[src/rtl/timing_profile_selector_if.sv]
// Handshake/bus bundle between the menu side (master) and the timing
// profile selector (slave): buttons, external load, player handshake,
// preview values, display values and the committed timing set.
interface timing_profile_selector_if;
    logic        ui_active;
    logic        btn_down;
    logic        btn_up;
    logic        btn_field;
    logic        btn_back;
    logic        btn_enter;
    logic        ext_set;
    logic [3:0]  ext_level;
    logic [3:0]  ext_tone;
    logic        demo_busy;
    logic        demo_done;
    logic        demo_start;
    logic        demo_abort;
    logic [31:0] prev_unit;
    logic [15:0] prev_tone_hz;
    logic        disp_field;
    logic [3:0]  disp_level;
    logic [3:0]  disp_tone;
    logic [31:0] dit_time;
    logic [31:0] dah_time;
    logic [31:0] dit_gap;
    logic [31:0] long_key_cycles;
    logic [31:0] timeout_cycles;
    logic [31:0] space_cycles;
    logic [15:0] tone_freq;
    logic        settings_applied;
    logic        back_requested;

    modport master (
        output ui_active, btn_down, btn_up, btn_field, btn_back, btn_enter,
               ext_set, ext_level, ext_tone, demo_busy, demo_done,
        input  demo_start, demo_abort, prev_unit, prev_tone_hz, disp_field,
               disp_level, disp_tone, dit_time, dah_time, dit_gap,
               long_key_cycles, timeout_cycles, space_cycles, tone_freq,
               settings_applied, back_requested
    );

    modport slave (
        input  ui_active, btn_down, btn_up, btn_field, btn_back, btn_enter,
               ext_set, ext_level, ext_tone, demo_busy, demo_done,
        output demo_start, demo_abort, prev_unit, prev_tone_hz, disp_field,
               disp_level, disp_tone, dit_time, dah_time, dit_gap,
               long_key_cycles, timeout_cycles, space_cycles, tone_freq,
               settings_applied, back_requested
    );
endinterface

[src/rtl/timing_profile_selector.sv]
// Manual speed/tone settings page: edits a working level/tone, commits on
// ENTER, reverts on BACK, and loops a preview on the piezo player with a
// restart delay before every (re)start.
module timing_profile_selector #(
    parameter int CLK_HZ       = 50_000_000,
    parameter int NUM_LEVELS   = 8,
    parameter int BASE_UNIT_MS = 250,
    parameter int NUM_TONES    = 8,
    parameter int TONE_MIN_HZ  = 400,
    parameter int TONE_STEP_HZ = 100,
    parameter int RESTART_MS   = 50
) (
    input  logic                        clk,
    input  logic                        rst_n,
    timing_profile_selector_if.slave    bus
);

    // Unit table numerator: twice the level-0 dit unit in cycles.
    localparam longint unsigned UNIT2       = ((64'(BASE_UNIT_MS) * 64'(CLK_HZ)) / 64'd1000) * 64'd2;
    localparam longint unsigned RESTART_CYC = (64'(RESTART_MS) * 64'(CLK_HZ)) / 64'd1000;
    // WAIT spends RESTART_CYC cycles (cnt 0..RESTART_CYC-1) before the start pulse.
    localparam logic [31:0] CNT_TERM = (RESTART_CYC > 0) ? 32'(RESTART_CYC - 64'd1) : 32'd0;
    localparam logic [3:0]  MAX_LVL  = 4'(NUM_LEVELS - 1);
    localparam logic [3:0]  MAX_TONE = 4'(NUM_TONES - 1);
    localparam logic [31:0] U0       = 32'(UNIT2 / 64'd2);
    localparam logic [15:0] TONE0    = 16'(TONE_MIN_HZ);

    typedef enum logic [1:0] {ST_OFF, ST_WAIT, ST_PLAY, ST_IDLE} state_t;

    function automatic logic [15:0] tone_hz(input logic [3:0] idx);
        return 16'(TONE_MIN_HZ + int'(idx) * TONE_STEP_HZ);
    endfunction

    // Constant unit table; unused slots above NUM_LEVELS repeat the last level.
    logic [31:0] w_unit_tab [16];
    for (genvar k = 0; k < 16; k++) begin : g_unit
        localparam int KK = (k < NUM_LEVELS) ? k : NUM_LEVELS - 1;
        assign w_unit_tab[k] = 32'(UNIT2 / 64'(KK + 2));
    end

    state_t      r_state;
    logic [31:0] r_cnt;
    logic        r_start, r_abort;
    logic        r_ui_d;
    logic [3:0]  r_work_lvl, r_work_tone, r_sav_lvl, r_sav_tone;
    logic        r_field;
    logic [31:0] r_dit, r_dah, r_gap, r_long, r_tmo, r_space;
    logic [15:0] r_tone_freq;
    logic        r_applied, r_back;

    logic        w_rise, w_btn_ok, w_enter, w_back, w_work_chg, w_cmt_load;
    logic        w_field_nxt;
    logic [3:0]  w_ext_lvl, w_ext_tone, w_lvl_nxt, w_tone_nxt, w_cmt_lvl, w_cmt_tone;
    logic [31:0] w_cmt_unit;

    assign w_rise     = bus.ui_active & ~r_ui_d;
    // Buttons act only on an already-open page and never alongside ext_set.
    assign w_btn_ok   = bus.ui_active & r_ui_d & ~bus.ext_set;
    assign w_enter    = w_btn_ok & bus.btn_enter;
    assign w_back     = w_btn_ok & bus.btn_back;
    assign w_ext_lvl  = (bus.ext_level > MAX_LVL)  ? MAX_LVL  : bus.ext_level;
    assign w_ext_tone = (bus.ext_tone  > MAX_TONE) ? MAX_TONE : bus.ext_tone;
    assign w_cmt_load = bus.ext_set | w_enter;
    assign w_cmt_lvl  = bus.ext_set ? w_ext_lvl  : r_work_lvl;
    assign w_cmt_tone = bus.ext_set ? w_ext_tone : r_work_tone;
    assign w_cmt_unit = w_unit_tab[w_cmt_lvl];

    // Next working level/tone/field: ext_set > page open > BACK > FIELD > step.
    always_comb begin
        w_lvl_nxt   = r_work_lvl;
        w_tone_nxt  = r_work_tone;
        w_field_nxt = r_field;
        if (bus.ext_set) begin
            w_lvl_nxt  = w_ext_lvl;
            w_tone_nxt = w_ext_tone;
        end else if (w_rise) begin
            w_lvl_nxt   = r_sav_lvl;
            w_tone_nxt  = r_sav_tone;
            w_field_nxt = 1'b0;
        end else if (w_btn_ok && !bus.btn_enter) begin
            if (bus.btn_back) begin
                w_lvl_nxt  = r_sav_lvl;
                w_tone_nxt = r_sav_tone;
            end else if (bus.btn_field) begin
                w_field_nxt = ~r_field;
            end else if (bus.btn_up && !bus.btn_down) begin
                if (!r_field && r_work_lvl  != MAX_LVL)  w_lvl_nxt  = r_work_lvl  + 4'd1;
                if ( r_field && r_work_tone != MAX_TONE) w_tone_nxt = r_work_tone + 4'd1;
            end else if (bus.btn_down && !bus.btn_up) begin
                if (!r_field && r_work_lvl  != 4'd0) w_lvl_nxt  = r_work_lvl  - 4'd1;
                if ( r_field && r_work_tone != 4'd0) w_tone_nxt = r_work_tone - 4'd1;
            end
        end
    end

    assign w_work_chg = (w_lvl_nxt != r_work_lvl) || (w_tone_nxt != r_work_tone);

    // Working/saved/committed settings and the commit/back pulses.
    always_ff @(posedge clk or negedge rst_n) begin
        if (!rst_n) begin
            r_ui_d      <= 1'b0;
            r_work_lvl  <= 4'd0;
            r_work_tone <= 4'd0;
            r_field     <= 1'b0;
            r_sav_lvl   <= 4'd0;
            r_sav_tone  <= 4'd0;
            r_dit       <= U0;
            r_dah       <= U0 * 32'd3;
            r_gap       <= U0;
            r_long      <= U0 * 32'd2;
            r_tmo       <= U0 * 32'd6;
            r_space     <= U0 * 32'd12;
            r_tone_freq <= TONE0;
            r_applied   <= 1'b0;
            r_back      <= 1'b0;
        end else begin
            r_ui_d      <= bus.ui_active;
            r_work_lvl  <= w_lvl_nxt;
            r_work_tone <= w_tone_nxt;
            r_field     <= w_field_nxt;
            r_applied   <= w_enter;
            r_back      <= w_back;
            if (w_cmt_load) begin
                r_sav_lvl   <= w_cmt_lvl;
                r_sav_tone  <= w_cmt_tone;
                r_dit       <= w_cmt_unit;
                r_dah       <= w_cmt_unit * 32'd3;
                r_gap       <= w_cmt_unit;
                r_long      <= w_cmt_unit * 32'd2;
                r_tmo       <= w_cmt_unit * 32'd6;
                r_space     <= w_cmt_unit * 32'd12;
                r_tone_freq <= tone_hz(w_cmt_tone);
            end
        end
    end

    // Preview loop: OFF -> WAIT (restart delay) -> PLAY, IDLE after leaving the edit.
    always_ff @(posedge clk or negedge rst_n) begin
        if (!rst_n) begin
            r_state <= ST_OFF;
            r_cnt   <= 32'd0;
            r_start <= 1'b0;
            r_abort <= 1'b0;
        end else begin
            r_start <= 1'b0;
            r_abort <= 1'b0;
            if (!bus.ui_active) begin
                r_abort <= (r_state == ST_PLAY);
                r_state <= ST_OFF;
                r_cnt   <= 32'd0;
            end else begin
                case (r_state)
                    ST_OFF: if (w_rise) begin
                        r_state <= ST_WAIT;
                        r_cnt   <= 32'd0;
                    end
                    ST_WAIT: begin
                        if (w_enter || w_back) begin
                            r_state <= ST_IDLE;
                        end else if (w_work_chg) begin
                            r_cnt <= 32'd0;
                        end else if (r_cnt == CNT_TERM) begin
                            r_start <= 1'b1;
                            r_state <= ST_PLAY;
                            r_cnt   <= 32'd0;
                        end else begin
                            r_cnt <= r_cnt + 32'd1;
                        end
                    end
                    ST_PLAY: begin
                        if (w_enter || w_back) begin
                            r_abort <= 1'b1;
                            r_state <= ST_IDLE;
                        end else if (w_work_chg) begin
                            r_abort <= 1'b1;
                            r_state <= ST_WAIT;
                            r_cnt   <= 32'd0;
                        end else if (bus.demo_done) begin
                            r_state <= ST_WAIT;
                            r_cnt   <= 32'd0;
                        end
                    end
                    ST_IDLE: if (w_work_chg) begin
                        r_state <= ST_WAIT;
                        r_cnt   <= 32'd0;
                    end
                    default: r_state <= ST_OFF;
                endcase
            end
        end
    end

    assign bus.demo_start       = r_start;
    assign bus.demo_abort       = r_abort;
    assign bus.prev_unit        = w_unit_tab[r_work_lvl];
    assign bus.prev_tone_hz     = tone_hz(r_work_tone);
    assign bus.disp_field       = r_field;
    assign bus.disp_level       = r_work_lvl;
    assign bus.disp_tone        = r_work_tone;
    assign bus.dit_time         = r_dit;
    assign bus.dah_time         = r_dah;
    assign bus.dit_gap          = r_gap;
    assign bus.long_key_cycles  = r_long;
    assign bus.timeout_cycles   = r_tmo;
    assign bus.space_cycles     = r_space;
    assign bus.tone_freq        = r_tone_freq;
    assign bus.settings_applied = r_applied;
    assign bus.back_requested   = r_back;

endmodule
[src/flat_wrapper.sv]
// flat-port wrapper written by rule: the top's interface ports become plain ports
module timing_profile_selector_flat 
#(
    parameter int CLK_HZ       = 50_000_000,
    parameter int NUM_LEVELS   = 8,
    parameter int BASE_UNIT_MS = 250,
    parameter int NUM_TONES    = 8,
    parameter int TONE_MIN_HZ  = 400,
    parameter int TONE_STEP_HZ = 100,
    parameter int RESTART_MS   = 50
)
  (clk, rst_n, bus_ui_active, bus_btn_down, bus_btn_up, bus_btn_field, bus_btn_back, bus_btn_enter, bus_ext_set, bus_ext_level, bus_ext_tone, bus_demo_busy, bus_demo_done, bus_demo_start, bus_demo_abort, bus_prev_unit, bus_prev_tone_hz, bus_disp_field, bus_disp_level, bus_disp_tone, bus_dit_time, bus_dah_time, bus_dit_gap, bus_long_key_cycles, bus_timeout_cycles, bus_space_cycles, bus_tone_freq, bus_settings_applied, bus_back_requested);
  timing_profile_selector_if bus_i ();
  input  logic clk;
  input  logic rst_n;
  input wire logic [$bits(bus_i.ui_active)-1:0] bus_ui_active;
  input wire logic [$bits(bus_i.btn_down)-1:0] bus_btn_down;
  input wire logic [$bits(bus_i.btn_up)-1:0] bus_btn_up;
  input wire logic [$bits(bus_i.btn_field)-1:0] bus_btn_field;
  input wire logic [$bits(bus_i.btn_back)-1:0] bus_btn_back;
  input wire logic [$bits(bus_i.btn_enter)-1:0] bus_btn_enter;
  input wire logic [$bits(bus_i.ext_set)-1:0] bus_ext_set;
  input wire logic [$bits(bus_i.ext_level)-1:0] bus_ext_level;
  input wire logic [$bits(bus_i.ext_tone)-1:0] bus_ext_tone;
  input wire logic [$bits(bus_i.demo_busy)-1:0] bus_demo_busy;
  input wire logic [$bits(bus_i.demo_done)-1:0] bus_demo_done;
  output wire logic [$bits(bus_i.demo_start)-1:0] bus_demo_start;
  output wire logic [$bits(bus_i.demo_abort)-1:0] bus_demo_abort;
  output wire logic [$bits(bus_i.prev_unit)-1:0] bus_prev_unit;
  output wire logic [$bits(bus_i.prev_tone_hz)-1:0] bus_prev_tone_hz;
  output wire logic [$bits(bus_i.disp_field)-1:0] bus_disp_field;
  output wire logic [$bits(bus_i.disp_level)-1:0] bus_disp_level;
  output wire logic [$bits(bus_i.disp_tone)-1:0] bus_disp_tone;
  output wire logic [$bits(bus_i.dit_time)-1:0] bus_dit_time;
  output wire logic [$bits(bus_i.dah_time)-1:0] bus_dah_time;
  output wire logic [$bits(bus_i.dit_gap)-1:0] bus_dit_gap;
  output wire logic [$bits(bus_i.long_key_cycles)-1:0] bus_long_key_cycles;
  output wire logic [$bits(bus_i.timeout_cycles)-1:0] bus_timeout_cycles;
  output wire logic [$bits(bus_i.space_cycles)-1:0] bus_space_cycles;
  output wire logic [$bits(bus_i.tone_freq)-1:0] bus_tone_freq;
  output wire logic [$bits(bus_i.settings_applied)-1:0] bus_settings_applied;
  output wire logic [$bits(bus_i.back_requested)-1:0] bus_back_requested;
  assign bus_i.ui_active = bus_ui_active;
  assign bus_i.btn_down = bus_btn_down;
  assign bus_i.btn_up = bus_btn_up;
  assign bus_i.btn_field = bus_btn_field;
  assign bus_i.btn_back = bus_btn_back;
  assign bus_i.btn_enter = bus_btn_enter;
  assign bus_i.ext_set = bus_ext_set;
  assign bus_i.ext_level = bus_ext_level;
  assign bus_i.ext_tone = bus_ext_tone;
  assign bus_i.demo_busy = bus_demo_busy;
  assign bus_i.demo_done = bus_demo_done;
  assign bus_demo_start = bus_i.demo_start;
  assign bus_demo_abort = bus_i.demo_abort;
  assign bus_prev_unit = bus_i.prev_unit;
  assign bus_prev_tone_hz = bus_i.prev_tone_hz;
  assign bus_disp_field = bus_i.disp_field;
  assign bus_disp_level = bus_i.disp_level;
  assign bus_disp_tone = bus_i.disp_tone;
  assign bus_dit_time = bus_i.dit_time;
  assign bus_dah_time = bus_i.dah_time;
  assign bus_dit_gap = bus_i.dit_gap;
  assign bus_long_key_cycles = bus_i.long_key_cycles;
  assign bus_timeout_cycles = bus_i.timeout_cycles;
  assign bus_space_cycles = bus_i.space_cycles;
  assign bus_tone_freq = bus_i.tone_freq;
  assign bus_settings_applied = bus_i.settings_applied;
  assign bus_back_requested = bus_i.back_requested;
  timing_profile_selector #(.CLK_HZ(CLK_HZ), .NUM_LEVELS(NUM_LEVELS), .BASE_UNIT_MS(BASE_UNIT_MS), .NUM_TONES(NUM_TONES), .TONE_MIN_HZ(TONE_MIN_HZ), .TONE_STEP_HZ(TONE_STEP_HZ), .RESTART_MS(RESTART_MS)) u_core (.clk(clk), .rst_n(rst_n), .bus(bus_i));
endmodule
[config.mk]
export PLATFORM = sky130hd
export DESIGN_NAME = timing_profile_selector_flat
export DESIGN_NICKNAME = d
export VERILOG_FILES = /design/src/rtl/timing_profile_selector_if.sv /design/src/rtl/timing_profile_selector.sv /design/src/flat_wrapper.sv
export SDC_FILE = /design/constraint.sdc
export NUM_CORES = 1
export LEC_CHECK = 0
export CORE_ASPECT_RATIO = 1.2
export CORE_MARGIN = 1.5
export CORE_UTILIZATION = 44
export CTS_CLUSTER_DIAMETER = 50
export DETAILED_ROUTE_END_ITERATION = 12
export PLACE_DENSITY = 0.89
export SLEW_MARGIN = 25
export SYNTH_ARGS = -nofsm -noshare
export SYNTH_HDL_FRONTEND = slang
export SYNTH_SLANG_ARGS = --single-unit
export TNS_END_PERCENT = 50
[constraint.sdc]
create_clock -name clk -period 3.85 [get_ports clk]
set_input_delay 1.155 -clock clk [delete_from_list [all_inputs] [get_ports clk]]
set_output_delay 1.155 -clock clk [all_outputs]
set_load 0.005 [all_outputs]
==> parameters.txt, run 1 <==
Parameter                              Value

Logic synthesis
  Synthesized cell area    9490 µm²
  Proportion of netlist area held by the largest area contributor    0.232
  Number of instances in the synthesized netlist    1150
  Number of flops mapped to enable cells by yosys    0
  Synth warnings    0
  Fraction of registers with async set or reset after synthesis    1.00
  Flop and latch count out of synthesis    113
  Average size of a mapped cell    slightly above 8 µm²
  Sequential-to-total area share from yosys stat    0.301
  Biggest area contributors in the synthesized netlist    dfrtp_1 23%, buf_4 13%, ha_1 8.8%
  Cell type contributing the most total cell area after synthesis    dfrtp_1
  Predominant post-synthesis flop cell    dfrtp_1
  Netlist cell types    75

Hold path
  Class of the most critical hold timing path    reg2reg
  Hold Path Stages    2

Clock network
  Cell at the root of the clock tree    clkbuf_16
  Clock edge transition at the registers on the reported setup and hold paths    0.06 ns
  Clock Tree Buf Depth    2
  Post-cts hold buffer count    0
  TritonCTS buffer count    17
  Later-pin clock latency in the skew report    roughly 0.44 ns
  Depth of the CTS H-tree    4
  Number of clock sinks seen by CTS    113
  TritonCTS clock tree    done

Timing
  Total setup violations reported at the end of the flow    26
  Achievable frequency    0.213 GHz
  Period utilization    1.22
  Count of endpoints failing hold in the final timing report    0
  Worst-margin pin slew    0.726 ns
  Clock Skew    0.0125 ns
  Final min period    4.70 ns
  Headroom to the max-slew limit    0.511
  Final worst-path setup slack    -0.854 ns
  Max-slew violation count    0
  Total negative slack    -9.34 ns
  RSZ-0062 raised after global routing    yes

Layout
  Commonest cells after routing, fill and taps aside    224 x buf_4, 210 x clkdlybuf4s50_1, 128 x nand2_1
  Ratio of cells with drive above 1 in the final layout    0.289
  Final Net Count    1574
  Antenna fix cells    0
  Commonest non-fill, non-tap cell in the layout    buf_4
  Area overhead of the layout relative to synthesis    49.6%
  Layout Cell Area excl Fill    14200 µm²

Detailed routing
  Number of DRC violations after detailed-routing iteration 0    roughly 1300
  Vias per inst    6.16
  Final ANT Viol Nets    0
  Average wire length per cell after detail routing    approximately 22 µm
  Post-route DRC violation count    0
  Total length of routed wires    38400 µm
  Routed vias    roughly 11000
  DR pass1 iterations    9

Setup path
  Data required time at the worst endpoint    4.16 ns
  Path depth of the worst reg2reg path    22
  Endpoint arrival time on the critical path    5.02 ns
  Nature of the critical path startpoint    primary input
  Category of the critical setup timing path    in2reg
  Crit-path max FO    5
  Category of the worst setup path capture point    register

Outcome
  Run status    complete, but fails checks
  Failing checks    setup timing

Pwr
  Overall power    6.93 mW
  Worst voltage drop across the vdd grid    0.387 mV
  P_leak    6.33 nW
  Power density over cell area    ~490 nW/µm²

Run
  Max-cap check violation count    0

Floorplanning
  Core outline area    21000 µm²
  Initial Util    0.451
  Cell row count    58
  Die area    between 20000 and 25000 µm²
  Die outline height    164 µm
  Overall die width    137 µm
  Top Ports    288

Global route
  Global-route wire length before repair    51400 µm
  Antenna violations before repair    0
  Global-route total usage across every layer    0.293
  Largest net degree at the start of global routing    59
  Via count of the first global-routing pass    10128
  Overall overflow remaining after global route    0

Placement
  Placed Instance Area    12400 µm²
  Post-DP HPWL    21200 µm
  Number of port buffers    approximately 220
  Routability-driven placement congestion ratio    0.930
## power breakdown
part / switching, mW / total [mW] / internal (mW)
sequential: 0.249 / 1.68 / 1.43
clock: 0.598 / 1.76 / 1.16
combinational: 1.59 / 3.50 / 1.91
## logic make-up (layout without fill, tap and decap cells)
family / after synthesis / after routing / share of synthesized area
AO/OA/AOI/OAI: 257 / 257 / 0.177
XOR/XNOR: 35 / 35 / 0.0323
adder cells (fa/ha/maj): 70 / 70 / 0.0946
buffers and inverters: 252 / 538 / 0.168
flip-flops: 113 / 113 / 0.301
multiplexers: 17 / 17 / 0.0196
other: 1 / 62 / 0.000395
AND/OR/NAND/NOR: 405 / 405 / 0.207
## registers in the layout, indices dropped and copies added (netlist names)
register	cells
u_core.bus.long_key_cycles	23
u_core.bus.disp_field	1
u_core.bus.settings_applied	1
u_core.r_ui_d	1
u_core.bus.demo_start	1
u_core.bus.disp_level	4
u_core.bus.demo_abort	1
u_core.bus.dah_time	26
u_core.r_sav_tone	4
u_core.bus.tone_freq	8
u_core.bus.back_requested	1
u_core.bus.disp_tone	4
u_core.r_sav_lvl	4
u_core.r_state	2
u_core.r_cnt	32
## per-stage QoR
step | setup WS (ns) | hold WS [ns] | util | instances
2_1_floorplan | -0.858 | 0.463 | - | 1211
4_1_cts | -0.431 | 0.478 | 0.642 | 1751
6_report | -0.854 | 0.485 | 0.675 | 1767
3_3_place_gp | -1.29 | 0.454 | 0.590 | 1680
3_5_place_dp | -1.45 | 0.461 | 0.590 | 1680
5_1_grt | -0.958 | 0.523 | 0.675 | 1767
## critical path: stages
cell,delay [ns]
buf_8,0.11
o21a_1,0.23
nor2_2,0.20
inv_2,0.09
ha_4,0.17
nand2_2,0.07
nand2_2,0.07
inv_2,0.12
nand2_4,0.08
ha_4,0.20
fa_2,0.47
a211o_1,0.30
o211ai_1,0.17
a21oi_2,0.14
o31ai_2,0.22
o21ai_2,0.11
nor4b_2,0.27
buf_4,0.18
o31ai_4,0.07
o41ai_4,0.36
xnor2_1,0.17
o21ai_1,0.07
## metal layers
layer,track usage,up-vias,part of all wire
met5,0,-,0
met4,0.204,0,0.077
met3,0.0722,304,0.11
met2,0.503,997,0.47
met1,0.315,5106,0.34
li1,-,4477,-
## what timing repair did
item	in CTS	in global routing
buffers inserted	40	30
gates resized for setup	71	111
pin swaps	25	60
setup endpoints to repair	63	58
## cell usage after synthesis (all sizes together) (3+ instances only)
master	number
a211o	6
a211oi	6
a21o	9
a21oi	66
a31oi	6
and2	9
and3	13
buf	186
clkbuf	26
dfrtp	88
dfstp	25
fa	3
ha	67
inv	39
mux2	13
mux2i	4
nand2	139
nand2b	17
nand3	57
nand3b	4
nand4	14
nor2	89
nor2b	15
nor3	13
nor4	11
nor4b	3
nor4bb	3
o211ai	8
o21a	7
o21ai	79
o311a	4
o311ai	20
o31ai	19
o41ai	6
or2	5
or3	3
or4	3
xnor2	21
xor2	14
## final timing paths
kind | from | end | slack, ns
min reg2reg | u_core.bus.tone_freq[5]$_DFFE_PN0P_ | u_core.bus.tone_freq[5]$_DFFE_PN0P_ | 0.48
min in group asynchronous | rst_n | u_core.bus.long_key_cycles[10]$_DFFE_PN0P_ | 0.68
min | u_core.bus.tone_freq[5]$_DFFE_PN0P_ | u_core.bus.tone_freq[5]$_DFFE_PN0P_ | 0.48
max | bus_ext_level[3] | u_core.bus.dah_time[23]$_DFFE_PN0P_ | -0.85
max in group asynchronous | rst_n | u_core.bus.long_key_cycles[20]$_DFFE_PN1P_ | 2.40
max reg2reg | u_core.bus.disp_level[1]$_DFF_PN0_ | u_core.bus.dah_time[23]$_DFFE_PN0P_ | -0.31
## layout make-up
cell class,instances,area (µm²)
timing repair buffer,467,4210
sequential,113,2860
inverter,40,153
fill,1384,6850
tap,270,338
multi-input combinational,846,6000
clock inverter,10,184
clock buffer,21,450
Power figures use the tool's default switching activity.
==> inputs of run 2 (changes only) <==
--- a/config.mk
+++ b/config.mk
@@ -5,9 +5,11 @@
 export SDC_FILE = /design/constraint.sdc
 export NUM_CORES = 1
 export LEC_CHECK = 0
+export CELL_PAD_IN_SITES_DETAIL_PLACEMENT = 1
+export CELL_PAD_IN_SITES_GLOBAL_PLACEMENT = 1
 export CORE_ASPECT_RATIO = 1.2
 export CORE_MARGIN = 1.5
-export CORE_UTILIZATION = 44
+export CORE_UTILIZATION = 32
 export CTS_CLUSTER_DIAMETER = 50
 export DETAILED_ROUTE_END_ITERATION = 12
 export PLACE_DENSITY = 0.89
==> parameters.txt, run 2 (synthesized netlist as in run 1, its figures left out) <==
Parameter                              Value

Clock network
  Clock edge transition at the registers on the reported setup and hold paths    0.06 ns
  Depth of the CTS H-tree    4
  Post-cts hold buffer count    0
  Clock Tree Buf Depth    2
  Later-pin clock latency in the skew report    0.47 ns
  TritonCTS buffer count    17
  Number of clock sinks seen by CTS    113
  Cell at the root of the clock tree    clkbuf_16
  TritonCTS clock tree    done

Timing
  Worst-margin pin slew    0.968 ns
  Period utilization    1.21
  Clock Skew    between 0.02 and 0.025 ns
  Total setup violations reported at the end of the flow    50
  Final min period    4.67 ns
  Total negative slack    -10.07 ns
  RSZ-0062 raised after global routing    yes
  Count of endpoints failing hold in the final timing report    0
  Max-slew violation count    0
  Worst hold margin    approximately 0.51 ns
  Headroom to the max-slew limit    0.349
  Achievable frequency    0.214 GHz
  Final worst-path setup slack    -0.824 ns

Pwr
  Internal power component    4.42 mW
  P_leak    6.40 nW
  Worst voltage drop across the vdd grid    0.342 mV
  Relative contribution of the clock network to total power    0.243
  Power density over cell area    roughly 500 nW/µm²
  Proportion of power drawn by combinational gates    0.523
  Share of total power in sequential cells    0.235
  Switch Pwr    2.83 mW
  Switching power as a share of total power    0.391

Outcome
  Failing checks    setup timing
  Run status    complete, but fails checks

Setup path
  Category of the worst setup path capture point    register
  Category of the critical setup timing path    in2reg
  Launch point of the critical path    bus_ext_set
  CP Cell Sequence    buf_6, buf_4, nand2_2, o21ai_0, buf_4, buf_4, nand2_1, nor2_1, nor2_1, ha_1, and2_1, o21ai_1, o21ai_4, nor4b_4, o31ai_4, o41ai_4, xnor2_1, o21ai_1
  Reg-to-Reg Start    u_core.bus.disp_level[3]$_DFF_PN0_
  Critical Path Max Stage Delay    0.56 ns
  Slowest cell on the critical path    nor2_1
  Destination of the critical timing path    u_core.bus.dah_time[23]$_DFFE_PN0P_
  Data required time at the worst endpoint    between 4 and 5 ns
  Worst reg2reg endpoint    u_core.bus.dah_time[23]$_DFFE_PN0P_
  Path depth of the worst reg2reg path    14
  Worst reg2reg setup slack    -0.54 ns
  Worst path most repeated cell    buf_4
  Endpoint arrival time on the critical path    5.01 ns
  Crit-path max FO    10
  Nature of the critical path startpoint    primary input

Placement
  Number of placed instances with taps included    around 1800
  Number of port buffers    ~220
  Routability-driven placement congestion ratio    between 0.8 and 0.9
  Post-DP HPWL    27600 µm
  Placed Instance Area    around 13000 µm²

Detailed routing
  Final ANT Viol Nets    0
  Routed vias    11324
  Average wire length per cell after detail routing    27.8 µm
  Vias per inst    6.00
  Post-route DRC violation count    0
  Total length of routed wires    approximately 52000 µm
  DR pass1 iterations    5
  Number of DRC violations after detailed-routing iteration 0    1034

Floorplanning
  Core outline area    just under 30000 µm²
  Top Ports    288
  Die outline height    192 µm
  Die area    approximately 31000 µm²
  Cell row count    68
  Initial Util    0.327
  Overall die width    160 µm

Layout
  Finished Core Util    0.502
  Antenna fix cells    0
  Final instance count without filler cells    1886
  # fillers    3282
  Layout Cell Area excl Fill    14600 µm²
  Final Net Count    around 1600
  Commonest cells after routing, fill and taps aside    224 x buf_4, 206 x clkdlybuf4s50_1, 127 x nand2_1
  Commonest non-fill, non-tap cell in the layout    buf_4
  Area overhead of the layout relative to synthesis    53.5%
  Ratio of cells with drive above 1 in the final layout    0.315
  Largest Register    u_core.r_cnt
  Flip-flop count of the largest register, all copies and words added    32

Global route
  Global-route wire length before repair    69900 µm
  Antenna violations before repair    1
  Overall overflow remaining after global route    0
  Global-route total usage across every layer    0.294
  Via count of the first global-routing pass    11588
  Largest net degree at the start of global routing    52

Run
  Max-cap check violation count    0

Hold path
  Class of the most critical hold timing path    reg2reg
## run 2: changes by cell type in the layout (fill, tap and decap cells not counted), sizes merged
| cell | delta |
|---|---|
| dlymetal6s2s | -1 |
| clkdlybuf4s50 | -4 |
| clkdlybuf4s15 | -1 |
| clkbuf | +3 |
| buf | +2 |
| clkinvlp | +1 |
| inv | +2 |
| bufinv | -2 |
| clkinv | +1 |
| dlygate4sd2 | +3 |
## run 2: worst min-delay path by stage
stage / from / end / slack [ns] / cells past startpoint
detailed placement: u_core.bus.tone_freq[11]$_DFFE_PN0P_ / u_core.bus.tone_freq[11]$_DFFE_PN0P_ / 0.50 / 2
CTS: u_core.r_cnt[0]$_DFFE_PN0P_ / u_core.r_cnt[0]$_DFFE_PN0P_ / 0.51 / 1
global route: u_core.bus.tone_freq[8]$_DFFE_PN1P_ / u_core.bus.tone_freq[8]$_DFFE_PN1P_ / 0.55 / 2
finish: u_core.r_cnt[0]$_DFFE_PN0P_ / u_core.r_cnt[0]$_DFFE_PN0P_ / 0.51 / 1
floorplan: u_core.bus.tone_freq[5]$_DFFE_PN0P_ / u_core.bus.tone_freq[5]$_DFFE_PN0P_ / 0.46 / 2
global placement: u_core.bus.tone_freq[5]$_DFFE_PN0P_ / u_core.bus.tone_freq[5]$_DFFE_PN0P_ / 0.46 / 2
## run 2: power by group through the flow
stage	clock (mW)	combinational, mW	sequential, mW
global placement	0	2.77	1.67
finish	1.76	3.79	1.70
global route	1.79	3.92	1.72
detailed placement	0	2.94	1.68
CTS	1.69	3.23	1.67
floorplan	0	1.52	1.62
## run 2: final cells by class
cell class / count / area (µm²) / share of cell area
Clock buffer: 20 / 447 / 0.0307
Clock inverter: 12 / 158 / 0.0108
Inverter: 40 / 153 / 0.0105
Multi-Input combinational cell: 846 / 6200 / 0.426
Sequential cell: 113 / 2860 / 0.196
Tap cell: 385 / 482 / 0.0331
Timing Repair Buffer: 470 / 4270 / 0.293
## run 2: repair_timing
item / in CTS / in global routing
endpoints found under the hold margin: 0 / 0
resized for setup: 111 / 134
pin swaps: 42 / 65
setup endpoints to repair: 66 / 63
cloned: 0 / 2
setup buffers: 30 / 30
## run 2: layer usage
| metal | track usage | wire (µm) |
|---|---|---|
| met2 | 0.516 | 25400 |
| met5 | 0 | 13 |
| met4 | 0.204 | 4280 |
| met3 | 0.0631 | 4490 |
| met1 | 0.318 | 18100 |
## run 2: metrics by stage
stage / setup slack, ns / power, mW
floorplan: -0.858 / 3.14
global placement: -1.42 / 4.44
detailed placement: -1.69 / 4.63
CTS: -0.585 / 6.59
global route: -0.881 / 7.43
finish: -0.824 / 7.25
## run 2: critical path: cells and delay by family
family	cells	cell delay [ns]
XOR/XNOR	1	0.19
AO/OA/AOI/OAI	6	1.12
buffers and inverters	4	0.70
AND/OR/NAND/NOR	6	1.44
adder cells (fa/ha/maj)	1	0.37
